<file path="src/rtl/controlador_mul_div_4bits.sv">
// Multi-cycle sequencer for 4-bit unsigned multiply (shift-and-add) and divide (restoring)
// that time-shares one external 5x4-bit add/subtract datapath.
module controlador_mul_div_4bits #(
  parameter logic [3:0] QUOC_DIV_ZERO = 4'hF
) (
  input  logic       clk,
  input  logic       rst_n,
  input  logic       start,
  input  logic       op_div,
  input  logic [3:0] op_x,
  input  logic [3:0] op_y,
  output logic [4:0] add_a,
  output logic [3:0] add_b,
  output logic       add_modo_sub,
  output logic       add_cin,
  input  logic [4:0] add_s,
  input  logic       add_cout,
  output logic       ocupado,
  output logic       pronto,
  output logic [7:0] resultado,
  output logic       div_zero
);

  typedef enum logic [1:0] {StIdle, StCalc, StDone} state_e;

  state_e      state_q, state_d;
  logic [3:0]  r_q, r_d;
  logic [3:0]  q_q, q_d;
  logic [3:0]  m_q, m_d;
  logic [1:0]  cnt_q, cnt_d;
  logic        modo_q, modo_d;
  logic [7:0]  res_q, res_d;
  logic        dz_q, dz_d;
  logic [4:0]  sh;

  assign resultado = res_q;
  assign div_zero  = dz_q;

  always_ff @(posedge clk or negedge rst_n) begin
    if (!rst_n) begin
      state_q <= StIdle;
      r_q     <= 4'd0;
      q_q     <= 4'd0;
      m_q     <= 4'd0;
      cnt_q   <= 2'd0;
      modo_q  <= 1'b0;
      res_q   <= 8'd0;
      dz_q    <= 1'b0;
    end else begin
      state_q <= state_d;
      r_q     <= r_d;
      q_q     <= q_d;
      m_q     <= m_d;
      cnt_q   <= cnt_d;
      modo_q  <= modo_d;
      res_q   <= res_d;
      dz_q    <= dz_d;
    end
  end

  always_comb begin
    state_d      = state_q;
    r_d          = r_q;
    q_d          = q_q;
    m_d          = m_q;
    cnt_d        = cnt_q;
    modo_d       = modo_q;
    res_d        = res_q;
    dz_d         = dz_q;
    add_a        = 5'd0;
    add_b        = 4'd0;
    add_modo_sub = 1'b0;
    add_cin      = 1'b0;
    ocupado      = 1'b0;
    pronto       = 1'b0;
    sh           = {r_q, q_q[3]};

    unique case (state_q)
      StIdle: begin
        if (start) begin
          r_d    = 4'd0;
          q_d    = op_x;
          m_d    = op_y;
          modo_d = op_div;
          cnt_d  = 2'd0;
          if (op_div && (op_y == 4'd0)) begin
            // Divide-by-zero skips the datapath entirely and reports immediately.
            r_d     = op_x;
            q_d     = QUOC_DIV_ZERO;
            dz_d    = 1'b1;
            res_d   = {op_x, QUOC_DIV_ZERO};
            state_d = StDone;
          end else begin
            dz_d    = 1'b0;
            state_d = StCalc;
          end
        end
      end

      StCalc: begin
        ocupado = 1'b1;
        cnt_d   = cnt_q + 2'd1;
        if (!modo_q) begin
          add_a = {1'b0, r_q};
          add_b = q_q[0] ? m_q : 4'd0;
          r_d   = add_s[4:1];
          q_d   = {add_s[0], q_q[3:1]};
        end else begin
          add_a        = sh;
          add_b        = m_q;
          add_modo_sub = 1'b1;
          add_cin      = 1'b1;
          // Carry-out set means no borrow: the trial subtraction is kept.
          if (add_cout) begin
            r_d = add_s[3:0];
            q_d = {q_q[2:0], 1'b1};
          end else begin
            r_d = sh[3:0];
            q_d = {q_q[2:0], 1'b0};
          end
        end
        if (cnt_q == 2'd3) begin
          res_d   = {r_d, q_d};
          state_d = StDone;
        end
      end

      StDone: begin
        pronto  = 1'b1;
        state_d = StIdle;
      end

      default: state_d = StIdle;
    endcase
  end

endmodule

</file>
<file path="config.mk">
export PLATFORM = sky130hd
export DESIGN_NAME = controlador_mul_div_4bits
export DESIGN_NICKNAME = d
export VERILOG_FILES = /design/src/rtl/controlador_mul_div_4bits.sv
export SDC_FILE = /design/constraint.sdc
export NUM_CORES = 1
export LEC_CHECK = 0
export BUFFER_PORTS_ARGS = -buffer_cell sky130_fd_sc_hd__buf_2
export CAP_MARGIN = 10
export CORE_ASPECT_RATIO = 1.25
export CORE_UTILIZATION = 52
export DETAILED_ROUTE_END_ITERATION = 8
export PLACE_DENSITY = 0.77
export SYNTH_ARGS = -nofsm -noshare
export SYNTH_HDL_FRONTEND = slang
export SYNTH_SLANG_ARGS = --single-unit
</file>
<file path="constraint.sdc">
create_clock -name clk -period 1.93 [get_ports clk]
set_input_delay 0.386 -clock clk [delete_from_list [all_inputs] [get_ports clk]]
set_output_delay 0.386 -clock clk [all_outputs]
set_load 0.01 [all_outputs]
</file>
==> out/metrics.cfg, run 1 <==
[setup_path]
worstPathArrival_ps = 1490
crit_fanout = 11
end_kind = output port
worstPathRequired_ps = 1540
criticalPathCategory = reg -> out
start_kind = register
reg2reg_slack_ps = 240

[detailed_routing]
wirelength_um = 3780
drt_pass1_iterations = 4
wl_per_cell_um = 16.95
antenna_left = 0
num_vias = 1393
post-route-drc-count = 0
detail_route.vias_per_cell = 6.247
drt-initial-drc-count = 101

[clock_tree]
insertion_delay_ps = 340
cts_root_buffer = clkbuf_4
cts_sinks = 26
cts-root-to-sink-buffers = 2
htree_num_levels = 1
clkTransAtPathRegs_ps = 150
cts_tree = done
cts_made_buffers = 3

[yosys]
ys_async_sr_fraction_pct = 100.0
yosysSeqAreaShare_pct = 43.23
ys_ff_latch = 26
synth_edf_count = 0
synth_nets = 168
mappedNetlistArea_sq_mm = 0.001505
synthCells = 149
ys.flop_type = dfrtp_1
yosys_warnings = 0
syn_area_per_cell_sq_um = 10.10
synth_cell_types = 41

[place]
placed_area_sq_mm = 0.001743
pre_cts_slack_ps = 298.2
dp_hpwl_um = 2761
port_buffers = 39
gp_congestion = 0.8797

[die]
die-area_sq_mm = 0.003115
io_pins = 40
dieWidth_um = 50.12
core_area_sq_mm = 0.002706
die_y_um = 62.15
floorplan.initialDensity_pct = 55.62
core.rowCount = 21

[final_layout]
multi_input_area_sq_um = 789.5
fin_area_sq_mm = 0.001782
areaGrowthSynthToFinish_pct = 18.37
drive_above_1_share_pct = 37.57
diodes = 0
seqCellArea_sq_um = 651.9
layout.nets = 210
fill_cells = 219

[run_status]
status = finished clean

[sta]
setup_ws_ps = 57.03
max_freq_ghz = 0.5339
hold_viol_final = 0
min_period_ps = 1873
drv_slew = 0
fin_skew_ps = 17.33
worstMarginPinSlew_ps = 579.5
setup_viol = 0
tns_ps = 0
fin_crit_sh_pct = 97.04
maxSlewHeadroom_pct = 61.36
grt_setup_unrepaired = true
whs_ps = 24.12

[global_routing]
antenna_found_initial = 0
grt_pass1_vias = 1366
grt_pass1_wl_um = 6368
grt-ovfl-total = 0
grt_max_degree = 27
track_usage_pct = 26.40

[pwr]
power_per_cell_area_mw_per_mm2 = 1634
peakVddDrop_mv = 0.8815
power_mw = 2.912
p_leak_nw = 0.8656

[job]
max-cap-violations = 0

[worst_hold_path]
hold_class = in -> async

==> routing by layer <==
metal	global-route usage [%]	vias up	share of wire, %
met2	44.33	69	50
met1	34.55	686	41
li1	-	628	-
met5	0	-	0
met3	3.676	10	7.5
met4	7.857	0	1.5
==> cells by family (layout without fill, tap and decap cells) <==
logic type	after synthesis	in the layout	share of synthesized area [%]
buffers and inverters	15	55	4.656
adders and majority gates	1	1	0.8311
DFF	26	26	43.23
muxes	16	16	12.22
AOI/OAI and AO/OA	40	40	20.28
and+or+nand+nor	51	51	18.79
==> final cells by class <==
| class | count | share of cell area (%) |
|---|---|---|
| multi-input combinational | 108 | 44.31 |
| timing repair buffer | 46 | 13.90 |
| clock buffer | 3 | 1.264 |
| tap | 34 | 2.388 |
| sequential | 26 | 36.59 |
| inverter | 6 | 1.545 |
==> cell usage after synthesis (4+ instances only) <==
cell type / number / area share, %
a21oi_1: 4 / 1.3
mux2_4: 4 / 4.0
buf_2: 6 / 2.0
mux2i_1: 9 / 6.0
o211ai_1: 4 / 2.0
nand2_1: 19 / 4.7
dfrtp_1: 26 / 43
nor2_1: 11 / 2.7
and2_1: 4 / 1.7
a22o_1: 5 / 2.9
o21ai_0: 8 / 2.7
==> layout by cell type (no fill, tap or decap), types with 2 or more instances in the layout <==
master	netlist	final
buf_2	6	39
dfrtp_1	26	25
nand2_1	19	19
nor2_1	11	10
mux2i_1	9	9
o21ai_0	8	8
buf_4	1	7
a22o_1	5	5
and2_1	4	4
o211ai_1	4	4
a21oi_1	4	4
mux2_4	4	4
inv_1	3	3
mux2_2	3	3
nand4_1	3	3
nor3_1	3	3
o22ai_1	3	3
o311ai_1	3	3
o31ai_1	3	3
a211o_2	3	3
clkbuf_4	0	3
inv_4	1	2
nand3b_1	2	2
==> sequential cells by signal (all words and copies together), names as in the netlist <==
register,count
cnt_q,2
div_zero,1
m_q,4
modo_q,1
q_q,4
r_q,4
resultado,8
state_q,2
==> critical path, stage by stage, from the launching register on <==
cell and delay (ps):
dfrtp_2 450, nand2b_2 240, inv_4 140, buf_4 190, buf_2 140
==> worst paths after layout <==
check	end	cells past startpoint	from
max	ocupado	4	state_q[1]
min	resultado[3]	1	rst_n
max reg2reg	resultado[4]	4	state_q[1]
min reg2reg	m_q[3]	2	m_q[3]
max in group asynchronous	state_q[1]	1	rst_n
min in group clk	modo_q	3	op_div
==> stage by stage <==
stage,utilization [%],cells
finish,65.83,223
global route,65.83,223
CTS,65.42,222
detailed placement,64.40,219
global placement,64.40,219
floorplan,-,149
==> repair_timing <==
item                                    CTS  global route
gates cloned                              0             0
hold buffers                              0             0
resized for setup                         2             2
setup buffers                             0             1
pin swaps                                 0             0
hold endpoints to repair                  0             0
endpoints found under the setup margin    1            10
==> report_power, final <==
part           internal (mW)  switching (mW)
logic                  0.754           0.905
registers              0.805           0.208
clock network         0.0734           0.166
No activity file was read; power rests on OpenSTA's default activity.
==> run 2: changes to the inputs <==
CORE_UTILIZATION = 54   (was 52)
CTS_BUF_LIST = sky130_fd_sc_hd__clkbuf_4 sky130_fd_sc_hd__clkbuf_8   (was not set)
PLACE_DENSITY = 0.8   (was 0.77)
==> out/metrics.cfg, run 2 (synthesis results as in run 1) <==
[run_status]
status = finished clean

[die]
core_area_sq_mm = 0.002654  ; -1.9%
die-area_sq_mm = 0.003004  ; -3.6%
core.rowCount = 21  ; unchanged
floorplan.initialDensity_pct = 56.72  ; +1.1 points
die_y_um = 61.03  ; -1.8%
dieWidth_um = 49.22  ; -1.8%
io_pins = 40  ; unchanged

[global_routing]
grt-ovfl-total = 0  ; unchanged
grt_pass1_wl_um = 5775  ; -9.3%
antenna_found_initial = 0  ; unchanged
track_usage_pct = 25.69  ; -0.70 points
grt_pass1_vias = 1235  ; -9.6%
grt_max_degree = 27  ; unchanged

[final_layout]
largest_reg_flops = 8  ; unchanged
areaGrowthSynthToFinish_pct = 21.45
diodes = 0  ; unchanged
seqCellArea_sq_um = 651.9  ; unchanged
layout.nets = 213  ; +1.4%
fill_cells = 201  ; -8.2%
layout_common_cells = buf_2 (39), dfrtp_1 (25), nand2_1 (19)
multi_input_area_sq_um = 799.5  ; +1.3%
final_common_cell = buf_2
drive_above_1_share_pct = 38.86  ; +1.3 points

[sta]
setup_viol = 0  ; unchanged
drv_slew = 0  ; unchanged
worstMarginPinSlew_ps = 590.9  ; +11.35 ps
tns_ps = 0  ; unchanged
min_period_ps = 1801  ; -72.14 ps
whs_ps = 38.64  ; +14.52 ps
max_freq_ghz = 0.5553  ; +4.0%
grt_setup_unrepaired = false
fin_crit_sh_pct = 93.31  ; -3.7 points
fin_skew_ps = 1.426  ; -15.90 ps
maxSlewHeadroom_pct = 60.61  ; -0.76 points
hold_viol_final = 0  ; unchanged

[setup_path]
end_kind = output port
worstPathRequired_ps = 1540  ; about the same
crit_chain = buf_4, mux2i_1, nor2_1, buf_2
cpPeakStageDelay_ps = 430  ; -20 ps
criticalPathCategory = reg -> out
critical-path-slowest-cell = dfrtp_1
crit-reg2reg-launch = state_q[1]
crit_start = modo_q
crit_fanout = 17  ; +6
worstPathArrival_ps = 1410  ; -80 ps
reg2reg_slack_ps = 190  ; -50 ps
start_kind = register

[detailed_routing]
detail_route.vias_per_cell = 6.009  ; -3.8%
dr_wl_met3_um = 176  ; -38%
drt-initial-drc-count = 70  ; -31%
route.met2.wl_um = 1920  ; +0.73%
top_layer = met4
drt_pass1_iterations = 5  ; +1
antenna_left = 0  ; unchanged
wl_per_cell_um = 16.26  ; -4.1%
wirelength_um = 3691  ; -2.4%
met1Wirelength_um = 1532  ; about the same
post-route-drc-count = 0  ; unchanged
num_vias = 1364  ; -2.1%

[clock_tree]
cts_made_buffers = 3  ; unchanged
htree_num_levels = 1  ; unchanged
cts_tree = done
cts-root-to-sink-buffers = 2  ; unchanged
cts_root_buffer = clkbuf_4
cts_sinks = 26  ; unchanged
clkTransAtPathRegs_ps = 140  ; about the same
insertion_delay_ps = 320  ; -20 ps

[pwr]
peakVddDrop_mv = 1.000  ; +13%
power_per_cell_area_mw_per_mm2 = 1648  ; +0.85%
p_leak_nw = 0.8909  ; +2.9%

[place]
gp_congestion = 0.8900  ; +1.2%
port_buffers = 39  ; unchanged
dp_hpwl_um = 2715  ; -1.7%

[worst_hold_path]
hold_class = in -> async

[job]
max-cap-violations = 0  ; unchanged

-- run 2: timing repair --
action | 4_1_cts | 5_1_grt
setup buffers | 2 | 2
hold buffers | 0 | 0
pin swaps | 1 | 0
hold endpoints to repair | 0 | 0
gates cloned | 0 | 0
endpoints found under the setup margin | 5 | 9
resized for setup | 3 | 3
-- run 2: path summary, 6_finish.rpt --
| kind | end | cells after the start |
|---|---|---|
| worst max-delay path | add_a[0] | 4 |
| worst min-delay path | m_q[1] | 1 |
| worst max register to register | resultado[5] | 4 |
| worst min register to register | m_q[3] | 2 |
| max in group asynchronous | state_q[1] | 1 |
| min in group clk | m_q[0] | 3 |
-- run 2: worst max-delay path: cells and delay by family, from the launching register on --
kind                   cells  cell delay, ps
buffers and inverters      2             400
AND/OR/NAND/NOR            1              50
multiplexers               1             220
flip-flops                 1             430
-- run 2: report_power, final --
group | switching (mW) | internal [mW] | leakage (nW)
Combinational | 0.921 | 0.805 | 0.559
Clock | 0.163 | 0.115 | 0.0210
Sequential | 0.203 | 0.805 | 0.311
Total | 1.29 | 1.73 | 0.891
-- run 2: per-layer routing --
metal  up-vias  global-route usage, %
met1       668                  32.06
met4         0                  8.403
met3         8                  3.457
met2        59                  46.58
met5         -                      0
li1        629                      -
-- run 2: cell type report --
cell class | count | area share, %
Multi-Input combinational cell | 108 | 43.74
Sequential cell | 26 | 35.66
Timing Repair Buffer | 49 | 14.78
Tap cell | 34 | 2.327
Clock buffer | 4 | 1.985
Inverter | 6 | 1.506
-- run 2: stage by stage --
step                std cells  utilization, %  total power [mW]  instance area (sq um)  worst slack, ps
floorplan                 149               -             2.112                   1505            399.9
global placement          219           65.68             2.560                   1743            315.8
detailed placement        219           65.68             2.624                   1743            274.8
CTS                       225           67.89             2.972                   1802            20.31
global route              227           68.88             3.227                   1828            24.33
finish                    227           68.88             3.013                   1828            129.2
